### config.mk
export PLATFORM = sky130hd
export DESIGN_NAME = mmreq_bridge
export DESIGN_NICKNAME = d
export VERILOG_FILES = /design/src/rtl/mmreq_bridge_pkg.sv /design/src/rtl/mmreq_bridge_watchdog.sv /design/src/rtl/mmreq_bridge.sv
export SDC_FILE = /design/constraint.sdc
export NUM_CORES = 1
export LEC_CHECK = 0
export ABC_AREA = 1
export BUFFER_PORTS_ARGS = -buffer_cell sky130_fd_sc_hd__buf_4
export CAP_MARGIN = 20
export CORE_ASPECT_RATIO = 0.7
export CORE_MARGIN = 8
export CORE_UTILIZATION = 30
export CTS_CLUSTER_SIZE = 8
export DETAILED_ROUTE_END_ITERATION = 12
export HOLD_SLACK_MARGIN = 0.06
export PLACE_DENSITY_LB_ADDON = 0.3
export SYNTH_ARGS = -nofsm -noshare
export SYNTH_HDL_FRONTEND = slang
export SYNTH_SLANG_ARGS = --single-unit
export TNS_END_PERCENT = 10
### constraint.sdc
create_clock -name bus_clk -period 2.25 [get_ports bus_clk]
set_input_delay 0.45 -clock bus_clk [delete_from_list [all_inputs] [get_ports bus_clk]]
set_output_delay 0.45 -clock bus_clk [all_outputs]
set_load 0.005 [all_outputs]
### src/rtl/mmreq_bridge_pkg.sv
// Shared types for mmreq_bridge: FSM states, request header field positions,
// and the write-acknowledge response word layout.
package mmreq_bridge_pkg;

  localparam int unsigned WORD_W = 32;
  localparam int unsigned CNT_W  = 16;
  localparam int unsigned WR_BIT = 31;
  localparam int unsigned TAG_HI = 30;
  localparam int unsigned TAG_LO = 24;
  localparam int unsigned TAG_W  = TAG_HI - TAG_LO + 1;
  localparam int unsigned RSVD_W = WORD_W - 1 - TAG_W - 1;

  typedef enum logic [1:0] {
    IDLE  = 2'd0,
    WDATA = 2'd1,
    BUS   = 2'd2,
    RESP  = 2'd3
  } state_t;

  typedef struct packed {
    logic              wr;
    logic [TAG_W-1:0]  tag;
    logic [RSVD_W-1:0] rsvd;
    logic              timed_out;
  } wr_ack_t;

  function automatic logic [WORD_W-1:0] wr_ack_word(input logic [TAG_W-1:0] tag,
                                                    input logic timed_out);
    wr_ack_t w;
    w.wr        = 1'b1;
    w.tag       = tag;
    w.rsvd      = '0;
    w.timed_out = timed_out;
    return WORD_W'(w);
  endfunction

endpackage

### src/rtl/mmreq_bridge_watchdog.sv
// Bus-cycle watchdog: counts cycles spent in BUS, flags expiry, and keeps a
// saturating count of aborted bus cycles.
module mmreq_bridge_watchdog
  import mmreq_bridge_pkg::*;
#(
  parameter int unsigned TIMEOUT_CYC = 255
) (
  input  logic             clk,
  input  logic             rst,
  input  logic             active,
  input  logic             ack,
  output logic             expire_c,
  output logic [CNT_W-1:0] timeout_count
);

  logic [CNT_W-1:0] cyc;

  // Holds at 1 outside BUS so the first BUS cycle is cycle 1.
  always_ff @(posedge clk) begin
    if (rst) begin
      cyc <= CNT_W'(1);
    end else if (active) begin
      cyc <= cyc + CNT_W'(1);
    end else begin
      cyc <= CNT_W'(1);
    end
  end

  assign expire_c = active && (cyc == CNT_W'(TIMEOUT_CYC));

  // An ack in the expiry cycle wins, so it is not counted as a timeout.
  always_ff @(posedge clk) begin
    if (rst) begin
      timeout_count <= '0;
    end else if (expire_c && !ack && (timeout_count != {CNT_W{1'b1}})) begin
      timeout_count <= timeout_count + CNT_W'(1);
    end
  end

endmodule

### src/rtl/mmreq_bridge.sv
// Host memory-mapped request responder: pops request words, runs single-word
// register-bus cycles, pushes read data. MMREQ_BRIDGE_WRITE_ACK_EN adds write acks.
module mmreq_bridge
  import mmreq_bridge_pkg::*;
#(
  parameter int unsigned ADDR_W      = 22,
  parameter int unsigned TIMEOUT_CYC = 255,
  parameter logic [31:0] ERR_WORD    = 32'hBADA_CCE5
) (
  input  logic              bus_clk,
  input  logic              bus_rst,
  input  logic              req_open,
  input  logic [31:0]       req_dout,
  input  logic              req_empty,
  output logic              req_rden,
  output logic [31:0]       resp_din,
  output logic              resp_wren,
  input  logic              resp_full,
  output logic [ADDR_W-1:0] reg_addr,
  output logic [31:0]       reg_wdata,
  output logic              reg_wr,
  output logic              reg_rd,
  input  logic [31:0]       reg_rdata,
  input  logic              reg_ack,
  output logic [15:0]       timeout_count,
  output logic              busy
);

  state_t           state;
  logic             hdr_wr;
  logic [TAG_W-1:0] hdr_tag;
  logic             expire_c;
  logic             unused_c;

  mmreq_bridge_watchdog #(
    .TIMEOUT_CYC (TIMEOUT_CYC)
  ) u_watchdog (
    .clk           (bus_clk),
    .rst           (bus_rst),
    .active        (state == BUS),
    .ack           (reg_ack),
    .expire_c      (expire_c),
    .timeout_count (timeout_count)
  );

  // FIFO handshakes must react to the flags in the same cycle (FWFT pop, full).
  assign req_rden  = !bus_rst && req_open && !req_empty &&
                     ((state == IDLE) || (state == WDATA));
  assign resp_wren = !bus_rst && (state == RESP) && !resp_full;
  assign busy      = (state != IDLE);

  assign unused_c = ^{req_dout, hdr_tag};

  always_ff @(posedge bus_clk) begin
    if (bus_rst) begin
      state     <= IDLE;
      hdr_wr    <= 1'b0;
      hdr_tag   <= '0;
      reg_addr  <= '0;
      reg_wdata <= '0;
      reg_wr    <= 1'b0;
      reg_rd    <= 1'b0;
      resp_din  <= '0;
    end else begin
      reg_wr <= 1'b0;
      reg_rd <= 1'b0;
      case (state)
        IDLE: begin
          if (req_open && !req_empty) begin
            hdr_wr   <= req_dout[WR_BIT];
            hdr_tag  <= req_dout[TAG_HI:TAG_LO];
            reg_addr <= req_dout[ADDR_W-1:0];
            if (req_dout[WR_BIT]) begin
              state <= WDATA;
            end else begin
              reg_rd <= 1'b1;
              state  <= BUS;
            end
          end
        end
        WDATA: begin
          if (!req_open) begin
            state <= IDLE;
          end else if (!req_empty) begin
            reg_wdata <= req_dout;
            reg_wr    <= 1'b1;
            state     <= BUS;
          end
        end
        BUS: begin
          if (reg_ack || expire_c) begin
            if (!hdr_wr) begin
              resp_din <= reg_ack ? reg_rdata : ERR_WORD;
              state    <= RESP;
            end else begin
`ifdef MMREQ_BRIDGE_WRITE_ACK_EN
              resp_din <= wr_ack_word(hdr_tag, !reg_ack);
              state    <= RESP;
`else
              state    <= IDLE;
`endif
            end
          end
        end
        RESP: begin
          if (!resp_full) begin
            state <= IDLE;
          end
        end
        default: state <= IDLE;
      endcase
    end
  end

endmodule

Word level (Yosys, flattened, before mapping):

Index checks and enable logic that the tools add are counted.

* flip-flop bits (word level): 123
* logic and storage cells: 62
* input bits: 70
* output and inout bits: 107

* mux-type cells: 11
* eq/ne operators: 9
* bitwise logic cells: 7
* add/sub/neg operators: 2
* reductions and logical operators: 24

Operator list (number)
* $add 16x1->16 const B: 2
* $mux 32: 1
* $eq 16x8->1 const B: 1
* $ne 16x16->1 const B: 1
* $mux 2: 7
* $logic_and 1x1->1: 9
* $pmux 2 s4: 1
* $not 1->1: 7
* $reduce_and 3->1: 2
* $reduce_or 3->1: 2
* $eq 2x2->1 const B: 2
* $logic_not 1->1: 4
* $ne 2x2->1 const B: 2
* $reduce_and 4->1: 1
* $ne 3x3->1 const B: 1
* $eq 2x1->1 const B: 1
* $logic_not 2->1: 1
* $logic_or 1x1->1: 2
* $mux 1: 2
* $ne 2x1->1 const B: 1
* $reduce_and 2->1: 1
* $reduce_bool 2->1: 1
* $reduce_or 2->1: 1

Logic depth before layout (Yosys ltp):

Gate-level depths: netlist (run 1).

* depth after elaboration: 5
* gate-level depth with buffers: 10

Hierarchy:

From an unflattened synthesis (run 1), not the netlist that was laid out.

* cell total of the unflattened synthesis: 720
* area total of the unflattened synthesis: 5083.6 µm²

By module, submodules not included
* mmreq_bridge: times used 1, area each 3244.4 µm², cells each 428, sequential area each 1821.7 µm²
* mmreq_bridge_watchdog: times used 1, area each 1839.3 µm², cells each 292, sequential area each 640.6 µm²

Worst setup path after synthesis (run 1):

Ideal clock, no wire load.

* path type: register -> register
* from: register u_watchdog.timeout_count[0]
* to: register u_watchdog.timeout_count[13]
* arrival: 1348 ps
* path slack: 770 ps
* stages on the path, launching flop included: 9
* data required time: 2118 ps
* period minus slack after synthesis: 1480 ps
* setup time: 132 ps
* path through: dfxtp_1 > ha_1 > nand2_1 > nor2_1 > nand3_1 > nor2_1 > nor2_2 > nand2_1 > a21oi_1

* word-level cells in the longest chain between the ends: 2

Ends and longest elaborated chain
* from (decl): line mmreq_bridge_watchdog.sv:13 `output logic [CNT_W-1:0] timeout_count`
* from (signal assigned): line mmreq_bridge_watchdog.sv:36 `timeout_count <= timeout_count + CNT_W'(1);`
* parallel branches: the longest is 2 deep, another holds $add 16x1->16

Several ways; the timed one is not identified.
A chain may end at the register's enable or synchronous reset.

Worst setup path in the final report (run 1):

* from: register state[1]
* to: output port resp_wren

* word-level cells in the longest chain between the ends: 3

Ends and longest elaborated chain
* from (decl): line mmreq_bridge.sv:29 `state_t state;`
* from (signal assigned): line mmreq_bridge.sv:56 `state <= IDLE;`
* from (signal assigned): line mmreq_bridge.sv:74 `state <= WDATA;`
* from (signal assigned): line mmreq_bridge.sv:77 `state <= BUS;`
* $eq 2x2->1: line mmreq_bridge.sv:49 `assign resp_wren = !bus_rst && (state == RESP) && !resp_full;`
* $logic_and 1x1->1 (2 in a row): line mmreq_bridge.sv:49
* to (decl): line mmreq_bridge.sv:17 `output logic resp_wren,`

Every way passes these cells.

==> results of run 1 <==
-- cell families after synthesis --
| logic type | Yosys count | synth area share |
|---|---|---|
| DFF | 123 | 0.488 |
| and+or+nand+nor | 322 | 0.269 |
| buffers and inverters | 94 | 0.0759 |
| AOI/OAI and AO/OA | 145 | 0.145 |
| adders and majority gates | 2 | 0.00496 |
| xor gates and xnor gates | 10 | 0.0174 |
-- metrics by stage --
step | worst slack, ns | std cells
6_report | 0.439 | 1109
3_5_place_dp | 0.478 | 1077
5_1_grt | 0.305 | 1109
3_3_place_gp | 0.519 | 1077
2_1_floorplan | 0.770 | 696
4_1_cts | 0.381 | 1109
-- Yosys cell counts (all sizes together) --
master | n | area (um2)
nand4 | 6 | 43.8
xnor2 | 6 | 52.6
nand3 | 34 | 180
a21oi | 59 | 295
buf | 15 | 86.3
nor2 | 159 | 642
nor3 | 5 | 25.0
o2111ai | 1 | 8.76
and2 | 1 | 6.26
dfxtp | 123 | 2460
ha | 2 | 25.0
xor2 | 4 | 35.0
clkbuf | 15 | 56.3
nor4 | 1 | 6.26
nand2 | 112 | 425
o21ai | 85 | 425
clkinv | 1 | 3.75
inv | 63 | 236
nand3b | 2 | 15.0
or2 | 2 | 12.5
-- critical path, stage by stage (launching register included) --
cell and delay (ns):
dfxtp_1 0.42, inv_2 0.10, nor4_1 0.26, buf_4 0.16
-- registers in the layout, indices dropped and copies added (netlist names) --
signal	flops
u_watchdog.timeout_count	16
resp_din	32
state	2
hdr_wr	1
reg_addr	22
reg_rd	1
reg_wdata	32
u_watchdog.cyc	16
reg_wr	1
-- power breakdown --
part / switching (uW) / total (uW) / internal (uW) / leakage [uW]
clock network: 1040 / 2960 / 1920 / 0.000302
logic: 250 / 499 / 249 / 0.00182
registers: 46.3 / 2310 / 2260 / 0.000998
-- cell type report --
type | instances | area, um2
timing repair buffer | 186 | 1410
inverter | 64 | 240
sequential | 123 | 2460
fill | 1702 | 9160
clock buffer | 19 | 453
multi-input combinational | 479 | 2200
tap | 225 | 282
clock inverter | 13 | 190
-- metal layers --
layer  wire, um  up-vias
met4        137        0
li1           -     2579
met2       6200      150
met1       7610     2210
met5          0        -
met3       1630       16
-- path summary, 6_finish.rpt --
| path | start | end | cells after the start |
|---|---|---|---|
| min reg2reg | u_watchdog.cyc[0]$_SDFF_PP1_ | u_watchdog.cyc[0]$_SDFF_PP1_ | 1 |
| min | req_dout[31] | reg_rd$_SDFF_PP0_ | 2 |
| max reg2reg | u_watchdog.cyc[0]$_SDFF_PP1_ | u_watchdog.timeout_count[0]$_SDFFE_PP0P_ | 6 |
| max | state[1]$_SDFFE_PP0P_ | resp_wren | 3 |
==> qor.csv, run 1 <==
stage;metric;value;unit
run_status;outcome;finished clean;
layout;final_common_cell;buf_4;
drt;wl;15600;um
clock_tree;clock_latency;0.41;ns
sta;hold_viol;0;
global_route;grt_max_degree;79;
drt;antenna_left;0;
power;ir_drop;0.480;mV
setup_path;crit_arrival;1.36;ns
floorplan;row_count;39;
global_route;grt.met1_usage;0.190;
clock_tree;cts_resized;0;
clock_tree;clockBufferDepth;2;
drt;post_drt_via_cell_ratio;4.47;
sta;maxSlewViolCount;0;
layout;finalInstanceArea;0.00723;mm2
setup_path;cp.required;1.80;ns
drt;routedWlPerCell;14.1;um
clock_tree;clock_sinks;123;
layout;syn2layout_area_growth;43.4;%
global_route;top_usage_layer;met2;
sta;final.period_utilization;0.805;
global_route;grtUsageMet3;0.0709;
sta;rsz0062_at_grt;false;
global_route;grtUsageMet2;0.202;
clock_tree;cts_tree;done;
layout;drive_gt1_frac;0.270;
drt;drc;0;
setup_path;reg2reg_setup_slack;0.50;ns
synth;syn_nets;768;
setup_path;cp-start-kind;register;
power;p_leak;0.00312;uW
setup_path;cp-end-kind;output port;
layout;nNetsFinal;943;
floorplan;die_x;171;um
synth;synth_area;0.00504;mm2
synth;ys_ff_latch;123;
place;hpwl;11000;um
setup_path;crit_fanout;5;
layout;antenna_cells;0;
synth;yosysWarnings;0;
clock_tree;htreeDepth;4;
global_route;grt_usage;0.143;
floorplan;initial_core_util;0.308;
place;place_area;0.00659;mm2
place;routabilityCongestion;0.836;
floorplan;die_h;124;um
layout;layout_common_cells;buf_4, nor2_1, dfxtp_1;
global_route;antenna_found_initial;0;
synth;synth.yosys.seq_area_share;0.488;
power;power.total;5770;uW
synth;avgSynthCellArea;7.25;um2
hold_path;worstHoldPathType;input port to register;
drt;vias;4955;
layout;final_util;0.441;
sta;holdWs;0.256;ns
clock_tree;numCtsBuffers;17;
sta;fin_tns_setup;0;ns
setup_path;path_class;register to output port;
sta;fmax;0.552;GHz
sta;setup_viol;0;
floorplan;dieArea;0.0213;mm2
clock_tree;postCtsSetupBuffers;0;
power;power.density;798;mW/mm2
floorplan;core_area;0.0164;mm2
floorplan;pin_count;177;
clock_tree;cts_hold_buf;0;
drt;detail_route.iter0.violations;278;
global_route;grt_pass1_wl;24500;um
sta;worst_pin_slew;0.487;ns
clock_tree;clkSlewWorstSetupHoldPaths;0.06;ns
synth;netlist_instances;696;
job;max-cap-violations;0;
place;port-buffer-count;176;
sta;finClkSkew;0.00893;ns
clock_tree;cts.root.buffer_cell;clkbuf_16;
global_route;grt_pass1_vias;4575;
drt;drt_first_pass_iters;4;
synth;ys_types;30;
sta;slew_headroom;0.675;
sta;period_minus_slack;1.81;ns
global_route;gr-total-overflow;0;
(Power assumes the default switching activity.)
==> run 2: changes to the inputs <==
--- a/config.mk
+++ b/config.mk
@@ -5,7 +5,7 @@
 export SDC_FILE = /design/constraint.sdc
 export NUM_CORES = 1
 export LEC_CHECK = 0
-export ABC_AREA = 1
+export ABC_AREA = 0
 export BUFFER_PORTS_ARGS = -buffer_cell sky130_fd_sc_hd__buf_4
 export CAP_MARGIN = 20
 export CORE_ASPECT_RATIO = 0.7
==> constraint.sdc (replaced) <==
create_clock -name bus_clk -period 1.5 [get_ports bus_clk]
set_input_delay 0.3 -clock bus_clk [delete_from_list [all_inputs] [get_ports bus_clk]]
set_output_delay 0.3 -clock bus_clk [all_outputs]
set_load 0.005 [all_outputs]
==> qor.csv, run 2 <==
stage;metric;value;unit;change
run_status;outcome;finished with violations;;
run_status;violations;setup timing;;
synth;syn_nets;666;;-13%
setup_path;crit_fanout;5;;unchanged
sta;setup_viol;53;;+53
layout;finalInstanceArea;0.00782;mm2;+8.1%
clock_tree;cts_tree;done;;
sta;worst_pin_slew;0.504;ns;+0.0167 ns
floorplan;dieArea;0.0204;mm2;-4.2%
drt;antenna_left;0;;unchanged
synth;yosysWarnings;0;;unchanged
floorplan;core_area;0.0156;mm2;-4.9%
setup_path;cp-end-kind;register;;
drt;wl;15600;um;+0.38%
clock_tree;clockBufferDepth;2;;unchanged
setup_path;crit_path_max_incr_delay;0.53;ns;+0.11 ns
synth;synth.yosys.seq_area_share;0.513;;+0.0243
layout;syn2layout_area_growth;62.8;%;
setup_path;crit_arrival;2.72;ns;+1.36 ns
setup_path;cp.required;1.84;ns;+0.04 ns
clock_tree;htreeDepth;4;;unchanged
global_route;grt_pass1_vias;4826;;+5.5%
power;power.density;1050;mW/mm2;+32%
clock_tree;numCtsBuffers;17;;unchanged
layout;final_util;0.501;;+0.0602
clock_tree;cts_hold_buf;0;;unchanged
global_route;antenna_found_initial;0;;unchanged
synth;netlist_instances;594;;-15%
synth;avgSynthCellArea;8.09;um2;+12%
layout;nNetsFinal;915;;-3.0%
job;max-cap-violations;0;;unchanged
layout;top_regs;reg_wdata (32), resp_din (32), reg_addr (22);;
sta;slew_headroom;0.660;;-0.0151
drt;post_drt_via_cell_ratio;4.62;;+3.5%
floorplan;die_x;167;um;-2.2%
global_route;grt_pass1_wl;24900;um;+1.9%
global_route;grt_usage;0.151;;+0.00859
power;ir_drop;0.652;mV;+36%
power;power.total;8220;uW;+42%
sta;fmax;0.421;GHz;
floorplan;die_h;122;um;-2.1%
setup_path;worstPathCellList;or4_4 > or4_4 > or3_4 > or4_1 > a21oi_2;;
sta;fin_tns_setup;-19.88;ns;-19.88 ns
layout;fillers;1539;;-9.6%
synth;yosysTopAreaCell;dfxtp_1;;
sta;period_minus_slack;2.38;ns;
sta;maxSlewViolCount;0;;unchanged
floorplan;pin_count;177;;unchanged
synth;synth_area;0.00480;mm2;-4.7%
drt;drc;0;;unchanged
power;p_leak;0.00328;uW;+5.0%
place;place_area;0.00697;mm2;+5.7%
place;port-buffer-count;176;;unchanged
drt;vias;4881;;-1.5%
clock_tree;clock_latency;0.41;ns;about the same
setup_path;crit_family;simple AND/OR/NAND/NOR gates;;
place;pre_cts_slack;-0.908;ns;-1.39 ns
floorplan;initial_core_util;0.308;;+0.000471
layout;drive_gt1_frac;0.412;;+0.142
drt;routedWlPerCell;14.8;um;+5.4%
sta;final.period_utilization;1.58;;
synth;ys.flop_type;dfxtp_1;;
clock_tree;clock_sinks;123;;unchanged
synth;yosysTopAreaCellShare;0.513;;+0.0243
floorplan;row_count;38;;-2.6%
layout;antenna_cells;0;;unchanged
clock_tree;clkSlewWorstSetupHoldPaths;0.06;ns;about the same
setup_path;cp_common_cell;or4_4;;
sta;rsz0062_at_grt;true;;
layout;layout_common_cells;buf_4, nand2_1, dfxtp_1;;
setup_path;crit_buf_inv;0;;-2
sta;finClkSkew;0.00528;ns;-0.00366 ns
synth;ys_types;44;;+47%
global_route;grt_max_degree;64;;-19%
synth;ys_top_cells_by_area;dfxtp_1, nand2_1, a21oi_1;;
drt;detail_route.iter0.violations;286;;+2.9%
synth;synth-edff-count;0;;unchanged
setup_path;crit_slowest_cell;or4_4;;
synth;yosys-top-cells-count;nand2_1, dfxtp_1, a21oi_1;;
synth;async_reset_ff_frac;0;;unchanged
setup_path;cp-start-kind;register;;
sta;hold_viol;0;;unchanged
place;hpwl;11300;um;+2.2%
drt;drt_first_pass_iters;6;;+2
global_route;gr-total-overflow;0;;unchanged
sta;setup_slack;-0.877;ns;-1.32 ns
setup_path;path_class;register to register;;
clock_tree;cts.root.buffer_cell;clkbuf_16;;
layout;final_common_cell;buf_4;;
synth;synthMostInstantiatedCell;nand2_1;;
hold_path;worstHoldPathType;input port to register;;
synth;ys_ff_latch;123;;unchanged
place;routabilityCongestion;0.773;;-7.5%
run 2: cell types whose count changed in the layout (fill, tap and decap cells not counted), sizes merged, moves of 9 or more:
| cell | change |
|---|---|
| a21oi | +40 |
| inv | -60 |
| nor2 | -106 |
| buf | +83 |
| nand2 | +29 |
| nor3 | +21 |
| nand2b | +9 |
| o21ai | -66 |
| nand3 | -25 |
run 2: cell type report:
class,instances,area (um2),share of cell area
sequential,123,2470,0.316
tap,200,250,0.0320
timing repair buffer,269,2120,0.271
clock inverter,15,173,0.0221
clock buffer,17,425,0.0544
inverter,3,11.3,0.00144
multi-input combinational,429,2370,0.303
run 2: per-layer routing:
metal  vias up  track usage  part of all wire
met5         -            0                 0
met4         0       0.0439            0.0036
met3         2       0.0730             0.079
met2       116        0.225              0.44
met1      2256        0.193              0.48
li1       2507            -                 -
run 2: worst register-to-register path: cells and delay by family, from the launching register on:
| kind | cells | cell delay, ns |
|---|---|---|
| flops | 1 | 0.32 |
| compound gates | 1 | 0.13 |
| simple gates | 4 | 1.87 |
run 2: where the power goes:
part	total, uW	leakage, uW	switching (uW)	internal [uW]
Sequential	3390	0.000998	43.0	3350
Clock	4130	0.000289	1530	2610
Combinational	689	0.00199	331	359
run 2: final timing paths:
path	start	to	slack (ns)	depth (start not counted)
worst max-delay path	u_watchdog.cyc[14]$_SDFF_PP0_	u_watchdog.timeout_count[8]$_SDFFE_PP0P_	-0.88	5
worst min-delay path	req_dout[31]	reg_rd$_SDFF_PP0_	0.09	2
worst max register to register	u_watchdog.cyc[14]$_SDFF_PP0_	u_watchdog.timeout_count[8]$_SDFFE_PP0P_	-0.88	5
worst min register to register	reg_addr[14]$_SDFFE_PP0P_	reg_addr[14]$_SDFFE_PP0P_	0.45	2
run 2: logic make-up (layout without fill, tap and decap cells):
logic type / after synthesis / count (layout) / share of synthesized area
AO/OA/AOI/OAI: 129 / 129 / 0.146
XOR/XNOR: 16 / 16 / 0.0292
adder cells (fa/ha/maj): 2 / 2 / 0.00521
buffers and inverters: 42 / 304 / 0.0391
flip-flops: 123 / 123 / 0.512
multiplexers: 4 / 4 / 0.00911
AND/OR/NAND/NOR: 278 / 278 / 0.259
run 2: through the flow:
stage | hold WS, ns | instances
after floorplan | 0.379 | 594
after global placement | 0.443 | 1021
after detailed placement | 0.447 | 1021
after CTS | 0.0756 | 1054
after global routing | 0.0756 | 1056
final | 0.0873 | 1056
run 2: timing repair:
item / 4_1_cts / 5_1_grt
setup endpoints to repair: 56 / 57
buffers inserted: 1 / 2
pin swaps: 20 / 5
gates resized for setup: 42 / 23
==> run 3: changes to the inputs <==
--- a/config.mk
+++ b/config.mk
@@ -9,7 +9,7 @@
 export BUFFER_PORTS_ARGS = -buffer_cell sky130_fd_sc_hd__buf_4
 export CAP_MARGIN = 20
 export CORE_ASPECT_RATIO = 0.7
-export CORE_MARGIN = 8
+export CORE_MARGIN = 2
 export CORE_UTILIZATION = 30
 export CTS_CLUSTER_SIZE = 8
 export DETAILED_ROUTE_END_ITERATION = 12
==> qor.csv, run 3 (synthesis results as in run 2) <==
stage;metric;value;unit;change
run_status;outcome;finished with violations;;
run_status;violations;setup timing;;
sta;slew_headroom;0.728;;+0.0686
drt;vias;4887;;+0.12%
layout;final_common_cell;buf_4;;
global_route;grt_pass1_wl;22700;um;-9.0%
power;p_sw;1950;uW;+2.8%
global_route;grt_usage;0.166;;+0.0149
setup_path;cp.required;1.83;ns;about the same
setup_path;crit_arrival;2.71;ns;about the same
floorplan;row_count;38;;unchanged
sta;hold_viol;0;;unchanged
place;routabilityCongestion;0.763;;-1.3%
drt;antenna_left;0;;unchanged
floorplan;pin_count;177;;unchanged
global_route;antenna_found_initial;0;;unchanged
sta;final.period_utilization;1.59;;+0.00311
global_route;gr-total-overflow;0;;unchanged
clock_tree;clkSlewWorstSetupHoldPaths;0.06;ns;about the same
drt;drc;0;;unchanged
power;pwr-share-seq;0.400;;-0.013
power;pwr-share-clk;0.520;;+0.017
place;port-buffer-count;176;;unchanged
clock_tree;clock_sinks;123;;unchanged
job;max-cap-violations;0;;unchanged
layout;antenna_cells;0;;unchanged
drt;routedWlPerCell;13.7;um;-7.8%
sta;maxSlewViolCount;0;;unchanged
floorplan;die_h;110;um;-9.8%
drt;wl;14400;um;-7.9%
layout;nNetsFinal;914;;-0.11%
power;p_leak;0.00325;uW;-0.68%
power;power.density;1090;mW/mm2;+3.4%
sta;period_minus_slack;2.38;ns;+0.00466 ns
power;switching_share;0.230;;-0.000864
clock_tree;numCtsBuffers;17;;unchanged
floorplan;dieArea;0.0171;mm2;-16%
global_route;top_usage_layer;met2;;
clock_tree;htreeDepth;4;;unchanged
global_route;grtUsageMet2;0.247;;+0.0222
clock_tree;clockBufferDepth;2;;unchanged
sta;worst_pin_slew;0.402;ns;-0.102 ns
clock_tree;postCtsSetupBuffers;0;;-1
sta;setup_viol;53;;unchanged
setup_path;path_class;register to register;;
layout;drive_gt1_frac;0.409;;-0.00303
power;power.total;8470;uW;+3.1%
drt;drt_first_pass_iters;7;;+1
hold_path;worstHoldPathType;input port to register;;
floorplan;die_x;155;um;-7.2%
floorplan;core_area;0.0156;mm2;unchanged
sta;setup_slack;-0.881;ns;-0.00466 ns
layout;layout_common_cells;buf_4, nand2_1, dfxtp_1;;
power;ir_drop;0.659;mV;+1.1%
global_route;grt_max_degree;56;;-13%
sta;fmax;0.420;GHz;-0.20%
power;p_comb_frac;0.080;;-0.004
clock_tree;cts.root.buffer_cell;clkbuf_16;;
setup_path;crit_fanout;5;;unchanged
place;hpwl;10100;um;-11%
layout;syn2layout_area_growth;62.4;%;
drt;detail_route.iter0.violations;187;;-35%
sta;fin_tns_setup;-18.50;ns;+1.38 ns
global_route;grtUsageMet3;0.0568;;-0.0163
setup_path;cp-start-kind;register;;
setup_path;cp-end-kind;register;;
layout;top_regs;reg_wdata (32), resp_din (32), reg_addr (22);;
sta;finClkSkew;0.0101;ns;+0.00478 ns
global_route;grt_pass1_vias;4603;;-4.6%
place;pre_cts_slack;-0.871;ns;+0.0368 ns
clock_tree;clock_latency;0.40;ns;about the same
drt;post_drt_via_cell_ratio;4.63;;+0.22%
power;p_int;6520;uW;+3.3%
sta;rsz0062_at_grt;true;;
floorplan;initial_core_util;0.308;;unchanged
clock_tree;cts_tree;done;;
global_route;grt.met1_usage;0.229;;+0.0357
[run 3: cell count changes in the layout (fill, tap and decap cells not counted), moves of 2 or more]
cell      delta
nor4_2       +2
buf_4        +2
buf_6        -2
clkinv_4     +2
clkinv_2     -4
o21ai_0      +2
nor3_2       +2
[run 3: worst max-delay path: stages, from the launching register on]
cell     delay (ns)
dfxtp_2        0.31
or4_4          0.52
or4_4          0.48
or3_4          0.37
or4_1          0.48
a21oi_1        0.15
[run 3: path summary, 6_finish.rpt]
kind	startpoint	to	slack, ns	cells after the start
worst max-delay path	u_watchdog.cyc[14]$_SDFF_PP0_	u_watchdog.timeout_count[8]$_SDFFE_PP0P_	-0.88	5
worst min-delay path	req_dout[31]	reg_rd$_SDFF_PP0_	0.10	2
worst max register to register	u_watchdog.cyc[14]$_SDFF_PP0_	u_watchdog.timeout_count[8]$_SDFFE_PP0P_	-0.88	5
worst min register to register	reg_addr[14]$_SDFFE_PP0P_	reg_addr[14]$_SDFFE_PP0P_	0.45	2
[run 3: power groups by stage]
stage / clock network [uW] / logic, uW / registers, uW
after floorplan: 0 / 244 / 3460
final: 4410 / 677 / 3390
after global placement: 0 / 657 / 3460
after global routing: 4690 / 745 / 3400
after CTS: 4510 / 674 / 3390
after detailed placement: 0 / 659 / 3460
[run 3: area by class of cell]
cell class / instances / area [um2]
inverter: 3 / 11.3
sequential: 123 / 2470
clock inverter: 15 / 213
multi-input combinational: 429 / 2340
fill: 1533 / 7790
timing repair buffer: 268 / 2090
tap: 200 / 250
clock buffer: 17 / 425
[run 3: what timing repair did]
action                     CTS  global route
gates resized for setup     36            20
pin swaps                   20             7
hold buffers                 0             0
setup endpoints to repair   56            57
[run 3: per-layer routing]
metal | routed length (um) | vias to the layer above
met5 | 0 | -
met4 | 41 | 0
met3 | 967 | 4
met2 | 6370 | 110
met1 | 7030 | 2263
li1 | - | 2510
[run 3: stage by stage]
stage          instance area, um2   util  std cells  hold slack [ns]
3_5_place_dp                 6970  0.447       1023            0.447
4_1_cts                      7730  0.495       1055           0.0856
5_1_grt                      7800  0.500       1055           0.0896
2_1_floorplan                4810      -        594            0.379
3_3_place_gp                 6970  0.447       1023            0.443
6_report                     7800  0.500       1055            0.101
